$ cat config.mk
export PLATFORM = sky130hd
export DESIGN_NAME = load_store_unit_flat
export DESIGN_NICKNAME = d
export VERILOG_FILES = /design/src/rtl/lsu_pkg.sv /design/src/rtl/load_store_unit_if.sv /design/src/rtl/load_align_ext.sv /design/src/rtl/load_store_unit.sv /design/src/flat_wrapper.sv
export SDC_FILE = /design/constraint.sdc
export NUM_CORES = 1
export LEC_CHECK = 0
export CAP_MARGIN = 20
export CORE_MARGIN = 5
export CORE_UTILIZATION = 47
export DETAILED_ROUTE_END_ITERATION = 7
export MAX_ROUTING_LAYER = met4
export PLACE_DENSITY = 0.85
export SLEW_MARGIN = 20
export SYNTH_ARGS = -nofsm -noshare
export SYNTH_HDL_FRONTEND = slang
export SYNTH_SLANG_ARGS = --single-unit
$ cat constraint.sdc
create_clock -name clk -period 2.1 [get_ports clk]
set_clock_uncertainty 0.05 [all_clocks]
set_input_delay 0.21 -clock clk [delete_from_list [all_inputs] [get_ports clk]]
set_output_delay 0.21 -clock clk [all_outputs]
set_load 0.005 [all_outputs]
$ cat src/rtl/lsu_pkg.sv
// Shared definitions for the load/store unit: RV32I funct3 width codes,
// memory write-mode encodings, FSM state encoding and small decode helpers.
package lsu_pkg;

    // RV32I load/store funct3 codes (stores use only the first three)
    localparam logic [2:0] F3_B  = 3'b000;  // LB / SB
    localparam logic [2:0] F3_H  = 3'b001;  // LH / SH
    localparam logic [2:0] F3_W  = 3'b010;  // LW / SW
    localparam logic [2:0] F3_BU = 3'b100;  // LBU
    localparam logic [2:0] F3_HU = 3'b101;  // LHU

    // mem_write_mode encodings
    localparam logic [1:0] WM_NONE = 2'd0;
    localparam logic [1:0] WM_BYTE = 2'd1;
    localparam logic [1:0] WM_HALF = 2'd2;
    localparam logic [1:0] WM_WORD = 2'd3;

    typedef enum logic [1:0] {
        IDLE   = 2'd0,
        ACCESS = 2'd1,
        RESP   = 2'd2
    } lsu_state_e;

    // Access size in bytes; funct3[1:0]==3 is never legal, so its value is moot.
    function automatic logic [2:0] access_size(input logic [2:0] funct3);
        unique case (funct3[1:0])
            2'd0:    access_size = 3'd1;
            2'd1:    access_size = 3'd2;
            default: access_size = 3'd4;
        endcase
    endfunction

    function automatic logic [1:0] write_mode_of(input logic [2:0] funct3);
        unique case (funct3)
            F3_B:    write_mode_of = WM_BYTE;
            F3_H:    write_mode_of = WM_HALF;
            F3_W:    write_mode_of = WM_WORD;
            default: write_mode_of = WM_NONE;
        endcase
    endfunction

    function automatic logic funct3_legal(input logic is_store, input logic [2:0] funct3);
        if (is_store) begin
            funct3_legal = (funct3 == F3_B) || (funct3 == F3_H) || (funct3 == F3_W);
        end else begin
            funct3_legal = (funct3 == F3_B) || (funct3 == F3_H) || (funct3 == F3_W) ||
                           (funct3 == F3_BU) || (funct3 == F3_HU);
        end
    endfunction

endpackage

$ cat src/rtl/load_store_unit_if.sv
// Request/response handshake and data-memory bus of the load/store unit.
// slave  : the load/store unit itself (accepts requests, drives memory bus).
// master : the requester plus data memory (drives requests and mem_rdata).
interface load_store_unit_if;
    logic        req_valid;
    logic        req_ready;
    logic        req_is_store;
    logic [2:0]  req_funct3;
    logic [31:0] req_addr;
    logic [31:0] req_wdata;

    logic        resp_valid;
    logic [31:0] resp_rdata;
    logic        resp_err;

    logic [31:0] mem_addr;
    logic [31:0] mem_wdata;
    logic        mem_read;
    logic [1:0]  mem_write_mode;
    logic [31:0] mem_rdata;

    modport slave (
        input  req_valid, req_is_store, req_funct3, req_addr, req_wdata, mem_rdata,
        output req_ready, resp_valid, resp_rdata, resp_err,
               mem_addr, mem_wdata, mem_read, mem_write_mode
    );

    modport master (
        output req_valid, req_is_store, req_funct3, req_addr, req_wdata, mem_rdata,
        input  req_ready, resp_valid, resp_rdata, resp_err,
               mem_addr, mem_wdata, mem_read, mem_write_mode
    );
endinterface

$ cat src/rtl/load_align_ext.sv
// Load data extraction and extension. The addressed byte sits in
// mem_rdata[31:24]; halfwords use [31:16], words the full bus.
// Ports: funct3 (load width/sign code), mem_rdata (raw read data),
//        result (extended load value, 0 for unknown codes).
module load_align_ext
    import lsu_pkg::*;
(
    input  logic [2:0]  funct3,
    input  logic [31:0] mem_rdata,
    output logic [31:0] result
);
    always_comb begin
        result = '0;
        unique case (funct3)
            F3_B:    result = {{24{mem_rdata[31]}}, mem_rdata[31:24]};
            F3_H:    result = {{16{mem_rdata[31]}}, mem_rdata[31:16]};
            F3_W:    result = mem_rdata;
            F3_BU:   result = {24'b0, mem_rdata[31:24]};
            F3_HU:   result = {16'b0, mem_rdata[31:16]};
            default: result = '0;
        endcase
    end
endmodule

$ cat src/rtl/load_store_unit.sv
// Single-outstanding load/store unit. Accepts one request in IDLE, performs
// one memory access in ACCESS (memory acts on the falling edge), reports in
// RESP for one cycle. Illegal requests skip ACCESS and report an error.
// Ports: clk, reset_n (async active-low), bus (load_store_unit_if.slave:
//        request handshake, response, data-memory bus).
module load_store_unit
    import lsu_pkg::*;
#(
    parameter int unsigned MEM_BYTES   = 16,
    parameter bit          CHECK_ALIGN = 1'b1
) (
    input  logic               clk,
    input  logic               reset_n,
    load_store_unit_if.slave   bus
);
    lsu_state_e  state_q, state_d;
    logic [31:0] addr_q, addr_d;
    logic [31:0] wdata_q, wdata_d;
    logic [2:0]  f3_q, f3_d;
    logic        is_store_q, is_store_d;
    logic [31:0] rdata_q, rdata_d;
    logic        err_q, err_d;

    logic [2:0]  size;
    logic [32:0] last_byte;
    logic        range_err, align_err, req_err;
    logic [31:0] load_data;

    // Request legality, evaluated on the incoming request
    always_comb begin
        size      = access_size(bus.req_funct3);
        // 33-bit sum so an address near 2^32 cannot wrap into range
        last_byte = {1'b0, bus.req_addr} + {30'b0, size} - 33'd1;
        range_err = last_byte >= 33'(MEM_BYTES);
        align_err = CHECK_ALIGN &&
                    (((size == 3'd2) && bus.req_addr[0]) ||
                     ((size == 3'd4) && (bus.req_addr[1:0] != 2'b00)));
        req_err   = !funct3_legal(bus.req_is_store, bus.req_funct3) || range_err || align_err;
    end

    load_align_ext u_align (
        .funct3    (f3_q),
        .mem_rdata (bus.mem_rdata),
        .result    (load_data)
    );

    always_comb begin
        state_d    = state_q;
        addr_d     = addr_q;
        wdata_d    = wdata_q;
        f3_d       = f3_q;
        is_store_d = is_store_q;
        rdata_d    = rdata_q;
        err_d      = err_q;
        unique case (state_q)
            IDLE: begin
                if (bus.req_valid) begin
                    rdata_d = '0;
                    if (req_err) begin
                        err_d   = 1'b1;
                        state_d = RESP;
                    end else begin
                        err_d      = 1'b0;
                        addr_d     = bus.req_addr;
                        wdata_d    = bus.req_wdata;
                        f3_d       = bus.req_funct3;
                        is_store_d = bus.req_is_store;
                        state_d    = ACCESS;
                    end
                end
            end
            ACCESS: begin
                if (!is_store_q) rdata_d = load_data;
                state_d = RESP;
            end
            RESP:    state_d = IDLE;
            default: state_d = IDLE;
        endcase
    end

    always_ff @(posedge clk or negedge reset_n) begin
        if (!reset_n) begin
            state_q    <= IDLE;
            addr_q     <= '0;
            wdata_q    <= '0;
            f3_q       <= '0;
            is_store_q <= 1'b0;
            rdata_q    <= '0;
            err_q      <= 1'b0;
        end else begin
            state_q    <= state_d;
            addr_q     <= addr_d;
            wdata_q    <= wdata_d;
            f3_q       <= f3_d;
            is_store_q <= is_store_d;
            rdata_q    <= rdata_d;
            err_q      <= err_d;
        end
    end

    // Strobes decode straight from state so reset removes them at once
    always_comb begin
        bus.req_ready      = (state_q == IDLE);
        bus.resp_valid     = (state_q == RESP);
        bus.resp_rdata     = rdata_q;
        bus.resp_err       = err_q;
        bus.mem_addr       = addr_q;
        bus.mem_wdata      = wdata_q;
        bus.mem_read       = (state_q == ACCESS) && !is_store_q;
        bus.mem_write_mode = ((state_q == ACCESS) && is_store_q) ? write_mode_of(f3_q) : WM_NONE;
    end
endmodule

$ cat src/flat_wrapper.sv
// flat-port wrapper written by rule: the top's interface ports become plain ports
module load_store_unit_flat import lsu_pkg::*;
#(
    parameter int unsigned MEM_BYTES   = 16,
    parameter bit          CHECK_ALIGN = 1'b1
)
  (clk, reset_n, bus_req_valid, bus_req_is_store, bus_req_funct3, bus_req_addr, bus_req_wdata, bus_mem_rdata, bus_req_ready, bus_resp_valid, bus_resp_rdata, bus_resp_err, bus_mem_addr, bus_mem_wdata, bus_mem_read, bus_mem_write_mode);
  load_store_unit_if bus_i ();
  input  logic clk;
  input  logic reset_n;
  input wire logic [$bits(bus_i.req_valid)-1:0] bus_req_valid;
  input wire logic [$bits(bus_i.req_is_store)-1:0] bus_req_is_store;
  input wire logic [$bits(bus_i.req_funct3)-1:0] bus_req_funct3;
  input wire logic [$bits(bus_i.req_addr)-1:0] bus_req_addr;
  input wire logic [$bits(bus_i.req_wdata)-1:0] bus_req_wdata;
  input wire logic [$bits(bus_i.mem_rdata)-1:0] bus_mem_rdata;
  output wire logic [$bits(bus_i.req_ready)-1:0] bus_req_ready;
  output wire logic [$bits(bus_i.resp_valid)-1:0] bus_resp_valid;
  output wire logic [$bits(bus_i.resp_rdata)-1:0] bus_resp_rdata;
  output wire logic [$bits(bus_i.resp_err)-1:0] bus_resp_err;
  output wire logic [$bits(bus_i.mem_addr)-1:0] bus_mem_addr;
  output wire logic [$bits(bus_i.mem_wdata)-1:0] bus_mem_wdata;
  output wire logic [$bits(bus_i.mem_read)-1:0] bus_mem_read;
  output wire logic [$bits(bus_i.mem_write_mode)-1:0] bus_mem_write_mode;
  assign bus_i.req_valid = bus_req_valid;
  assign bus_i.req_is_store = bus_req_is_store;
  assign bus_i.req_funct3 = bus_req_funct3;
  assign bus_i.req_addr = bus_req_addr;
  assign bus_i.req_wdata = bus_req_wdata;
  assign bus_i.mem_rdata = bus_mem_rdata;
  assign bus_req_ready = bus_i.req_ready;
  assign bus_resp_valid = bus_i.resp_valid;
  assign bus_resp_rdata = bus_i.resp_rdata;
  assign bus_resp_err = bus_i.resp_err;
  assign bus_mem_addr = bus_i.mem_addr;
  assign bus_mem_wdata = bus_i.mem_wdata;
  assign bus_mem_read = bus_i.mem_read;
  assign bus_mem_write_mode = bus_i.mem_write_mode;
  load_store_unit #(.MEM_BYTES(MEM_BYTES), .CHECK_ALIGN(CHECK_ALIGN)) u_core (.clk(clk), .reset_n(reset_n), .bus(bus_i));
endmodule
# Word-level counts from Yosys, hierarchy flattened
# Index checks and enable logic that the tools add are counted.
# word_totals
regBits,103
input_bits,103
out_inout_bits,102
word_cells,60
# op_classes
n_addsub,2
order_cmp,1
eq_ne,15
n_mux,12
bitwise,1
n_reduce_logical,22
# op_table
cell,count
32-bit case mux with 5 select lines,1
32-bit 2-to-1 mux,2
32-bit case mux with 2 select lines,1
32-bit by 3-bit adder with 33-bit output,1
"33-bit by 5-bit >= comparator with 1-bit output, second input constant",1
"33-bit by 1-bit subtractor with 33-bit output, second input constant",1
"3-bit == test, second input constant",5
"3-bit by 2-bit == test with 1-bit output, second input constant",3
1-bit logical OR,7
"3-bit by 1-bit == test with 1-bit output, second input constant",2
3-bit zero test,2
2-bit 2-to-1 mux,3
2-bit case mux with 3 select lines,1
3-bit case mux with 2 select lines,1
3-bit AND reduction,2
"2-bit by 1-bit == test with 1-bit output, second input constant",2
1-bit logical AND,4
2-bit zero test,2
"2-bit inequality test, second input constant",2
2-bit case mux with 2 select lines,1
2-bit nonzero test,2
"2-bit == test, second input constant",1
1-bit zero test,2
1-bit 2-to-1 mux,2
2 further kinds,2

# Logic depth before layout (Yosys ltp)
# Gate-level depths: netlist of run 1.
# depth
depth_word,12
mapped_depth,18
depth_no_buf,16

# Modules after synthesis
# A second synthesis of run 1 with hierarchy kept.
# hier_totals
hier_cells,812
area_unflattened_um2,7385.8
# by_module_without_submodules
module,instances,cells_each,area_each_um2,seq_area_each_um2
load_store_unit,1,713,6645.1,2577.5
load_align_ext,1,99,740.7,0.0

# Worst setup path before layout of run 1
# OpenSTA, ideal clock, no wires.
# synth_timing
path_kind,input -> register
from,input port bus_req_funct3[1]
to,"register u_core.addr_q[0], in the netlist u_core.bus.mem_addr[0]"
arrival_ps,3584
required_time_ps,1925
slack_ps,-1660
stages,17
n_path_buf,2
path_cell_list,or2_2 -> ha_1 -> inv_1 -> ha_1 -> inv_1 -> fa_1 -> nor2b_1 -> o2111ai_2 -> a211oi_1 -> o31ai_1 -> a2111oi_2 -> nand4_1 -> nor4_2 -> nand4_1 -> buf_4 -> buf_6 -> mux2_4
# synth_via
elab_chain_len,11
# synth_rtl
element,line_no,rtl
start: declaration,flat_wrapper.sv:13,input wire logic [$bits(bus_i.req_funct3)-1:0] bus_req_funct3;
branches (longest 8 deep; another with 32-bit by 3-bit adder with 33-bit output),-,
1-bit logical OR (*),load_store_unit.sv:38,"req_err = !funct3_legal(bus.req_is_store, bus.req_funct3) || range_err || align_err;"
1-bit NOT (no line) (*),-,
3-bit AND reduction (no line) (*),-,
end signal: assignment,load_store_unit.sv:92,addr_q <= addr_d;
end: declaration,load_store_unit.sv:17,"logic [31:0] addr_q, addr_d;"
# Mark *: on every way between the ends.
# A chain may end at the register's enable or synchronous reset.

# Worst setup path after layout of run 1
# layout_timing
from,input port bus_req_funct3[0]
to,"register u_core.wdata_q[21], in the netlist u_core.bus.mem_wdata[21]"
# layout_via
elab_chain_len,11
# layout_rtl
element,line_no,rtl
branches (longest 8 deep; another with 32-bit by 3-bit adder with 33-bit output),-,
1-bit logical OR (*),load_store_unit.sv:38,
1-bit NOT (no line) (*),-,
3-bit AND reduction (no line) (*),-,
end signal: assignment,load_store_unit.sv:93,wdata_q <= wdata_d;
end: declaration,load_store_unit.sv:18,"logic [31:0] wdata_q, wdata_d;"
# Marks and branches as above.

==> flow_summary.yaml, run 1 <==
run_status:
  status: "finished, violations left"
  violations: "negative setup slack"
synth:
  ys_top_cells_by_area: "dfrtp_1, mux2_2, ha_1"
  yosys_warnings: 0
  async_flop_share: 1.00
  syn_nets: 836
  synth-edff-count: 0
  synth-seq-cells: 103
  synth_seq_area_share: 0.401
  yosysTopAreaCell: "dfrtp_1"
  ys_types: 64
  synth_ff_type: "dfrtp_1"
  synthesis.area_mm2: 0.00643
  synthCells: 698
  avgSynthCellArea_um2: 9.21
  synth_top_cell_area_share: 0.401
setup_path:
  cp-end-kind: "flip-flop"
  critical_path_required_ns: 2.29
  worst-path-buf-inv: 6
  arrival_ns: 3.68
  crit_family: "simple AND/OR/NAND/NOR gates"
  critPathKind: "in -> reg"
  regToRegEndpoint: "u_core.bus.mem_wdata[21]$_DFFE_PN0P_"
  cp_cell_sequence: "buf_6 -> or2_4 -> ha_4 -> inv_4 -> ha_4 -> inv_2 -> fa_2 -> nor2b_4 -> o2111ai_4 -> a211oi_2 -> buf_4 -> o31ai_4 -> a2111oi_4 -> nand4_1 -> nor4_2 -> nand4_1 -> buf_6 -> buf_12 -> mux2_4"
  max_stage_delay_ns: 0.35
  rr_startpoint: "u_core.state_q[1]$_DFFE_PN0P_"
  r2r_setup_slack_ns: 0.09
  cp_slowest_cell: "fa_2"
  reg2reg_depth: 7
  worstPathMaxFanout: 8
  worstSetupStartpointType: "input pin"
global_routing:
  track_usage: 0.271
  grt_max_degree: 55
  grt_pass1_vias: 6792
  met2_usage: 0.458
  met1_usage: 0.323
  top_usage_layer: "met2"
  grt_overflow: 0
  antenna_found_initial: 0
  use_met3: 0.0618
  grt_pass1_wl_um: 34100
sta:
  relSlewSlack: 0.580
  hold_viol_final: 0
  setup_viol: 71
  rsz0062_at_grt: "true"
  post-route-period-util: 1.66
  fmax_ghz: 0.287
  worst_pin_slew_ns: 0.629
  period_needed_ns: 3.48
  tns_ns: -94.96
  fin_ws_ns: -1.38
  finalMaxSlewViolations: 0
detailed_routing:
  route.vias.total: 6808
  viasPerCell: 5.59
  firstDrtPassIters: 5
  detail_route.iter0.violations: 691
  wire_per_inst_um: 18.5
  drt_wl_total_um: 22600
  ant_nets: 0
  drc: 0
place:
  hpwl_um: 16100
  dpl_worst_slack_ns: -2.18
  portBuffers: 204
  dp_cells: 1180
  place_congestion: 0.998
clocking:
  htreeDepth: 3
  cts-buffers-inserted: 9
  cts-root-buf: "clkbuf_16"
  worstSkewPairLatency_ns: 0.35
  cts_tree: "yes"
  clk_pin_slew_worst_paths_ns: 0.07
  clockBufferDepth: 2
  clock-sinks: 103
floorplanning:
  core-area_mm2: 0.0133
  die_height_um: 127
  io-pin-count: 205
  std_cell_rows: 42
  die_area_mm2: 0.0161
  die_x_um: 127
  initial_core_util: 0.482
flow_run:
  max-cap-violations: 0
cells_and_area:
  multi_input_area_mm2: 0.00384
  area_growth_pct: 64.5
  fin_nets: 1174
  instances_no_fill: 1217
  drive_gt1_frac: 0.296
  regArea_mm2: 0.00258
  n_antenna_cell: 0
  utilization: 0.792
  num-fill-cells: 913
pwr:
  power_mw: 5.04
  power.density_mw_per_mm2: 477
  vdd_drop_max_v: 0.000458
  p_leak_nw: 4.98
hold_path:
  whs_endpoint: "u_core.bus.mem_addr[19]$_DFFE_PN0P_"
  min_path_cells: 2
  hp-start: "bus_req_addr[19]"
  hold_path.class: "in -> reg"
[power breakdown]
group	internal [mW]	switching, mW
registers	1.98	0.00178
logic	0.757	0.705
clock network	0.818	0.775
[layout make-up]
class,instances,area share
Inverter,53,0.0202
Multi-Input combinational cell,504,0.363
Clock buffer,11,0.0220
Sequential cell,103,0.244
Timing Repair Buffer,365,0.326
Tap cell,176,0.0208
Clock inverter,5,0.00438
[through the flow]
| stage | hold slack, ns | cell area [um^2] |
|---|---|---|
| CTS | 0.211 | 10300 |
| finish | 0.133 | 10600 |
| floorplan | -0.136 | 6510 |
| global placement | 0.100 | 9680 |
| detailed placement | 0.106 | 9680 |
| global route | 0.162 | 10600 |
[Yosys cell counts (5+ instances only)]
library cell / n
a21o_1: 5
o21ai_0: 51
o21a_1: 8
dfrtp_1: 103
nand3_1: 5
xnor2_1: 8
inv_1: 53
nor3_1: 10
mux2_4: 8
clkbuf_1: 26
o211ai_1: 7
ha_1: 34
buf_2: 9
mux2_2: 60
nor4_1: 5
nor2b_1: 7
nor2_1: 40
a211oi_1: 7
a21oi_1: 81
nand4_1: 17
nand2_1: 68
a22oi_1: 8
[cells in the final DEF, fill, tap and decap left out, types with 9 or more instances in the layout]
master / netlist / final
nor2_1: 40 / 37
nor3_1: 10 / 9
ha_4: 0 / 9
o21ai_0: 51 / 49
inv_1: 53 / 47
clkdlybuf4s50_1: 0 / 194
nand4_1: 17 / 17
mux2_2: 60 / 60
nand2_1: 68 / 67
a21oi_1: 81 / 75
ha_1: 34 / 22
buf_4: 1 / 147
dfrtp_1: 103 / 101
clkbuf_16: 0 / 12
[layer usage]
layer  wire length, um  up-vias
met2             11300      342
met4               682        0
met3              1640       52
met5                 0        -
li1                  -     3183
met1              8940     3231
[logic make-up (layout without fill, tap and decap cells)]
kind of cell    after synthesis  after routing  share of synthesized area
flops                       103            103                      0.401
buf+inv                      91            434                     0.0566
fa+ha+maj                    35             35                     0.0693
xor+xnor                     12             12                     0.0163
simple gates                174            174                      0.127
compound gates              212            212                      0.201
mux                          71             71                      0.128
[worst max path at each step]
stage / startpoint / end / slack, ns / cells after the start
after floorplan: bus_req_funct3[1] / u_core.bus.mem_addr[0]$_DFFE_PN0P_ / -1.41 / 18
after global placement: bus_req_funct3[1] / u_core.bus.mem_wdata[18]$_DFFE_PN0P_ / -2.08 / 16
after detailed placement: bus_req_funct3[1] / u_core.bus.mem_wdata[21]$_DFFE_PN0P_ / -2.18 / 16
after CTS: bus_req_funct3[1] / u_core.bus.mem_wdata[21]$_DFFE_PN0P_ / -1.51 / 20
after global routing: bus_req_addr[2] / u_core.bus.mem_wdata[19]$_DFFE_PN0P_ / -1.58 / 18
final: bus_req_funct3[0] / u_core.bus.mem_wdata[21]$_DFFE_PN0P_ / -1.38 / 19
[flip-flops by register name, summed over array words and instances (netlist names)]
register	count
u_core.bus.resp_err	1
u_core.f3_q	3
u_core.is_store_q	1
u_core.bus.resp_rdata	32
u_core.bus.mem_addr	32
u_core.bus.mem_wdata	32
u_core.state_q	2
[timing repair]
action	CTS	global route
setup endpoints to repair	73	81
setup buffers	14	7
pin swaps	17	28
endpoints found under the hold margin	25	0
gates cloned	4	3
hold buffers	1	0
resized for setup	39	53
[worst reg2reg max path, stage by stage (launching register included)]
cell and delay [ns]:
dfrtp_1 0.43, nor2_1 0.15, nand2_1 0.11, nor4_1 0.29, nand4_1 0.20, buf_6 0.21, buf_12 0.16, mux2_4 0.31
Note: power is estimated with default switching activity, not from simulation.
==> run 2: changes to the inputs <==
Settings changed: GPL_ROUTABILITY_DRIVEN set to 1.
==> results of run 2 <==
The final DEF is identical to that of run 1; final timing and power are the same.
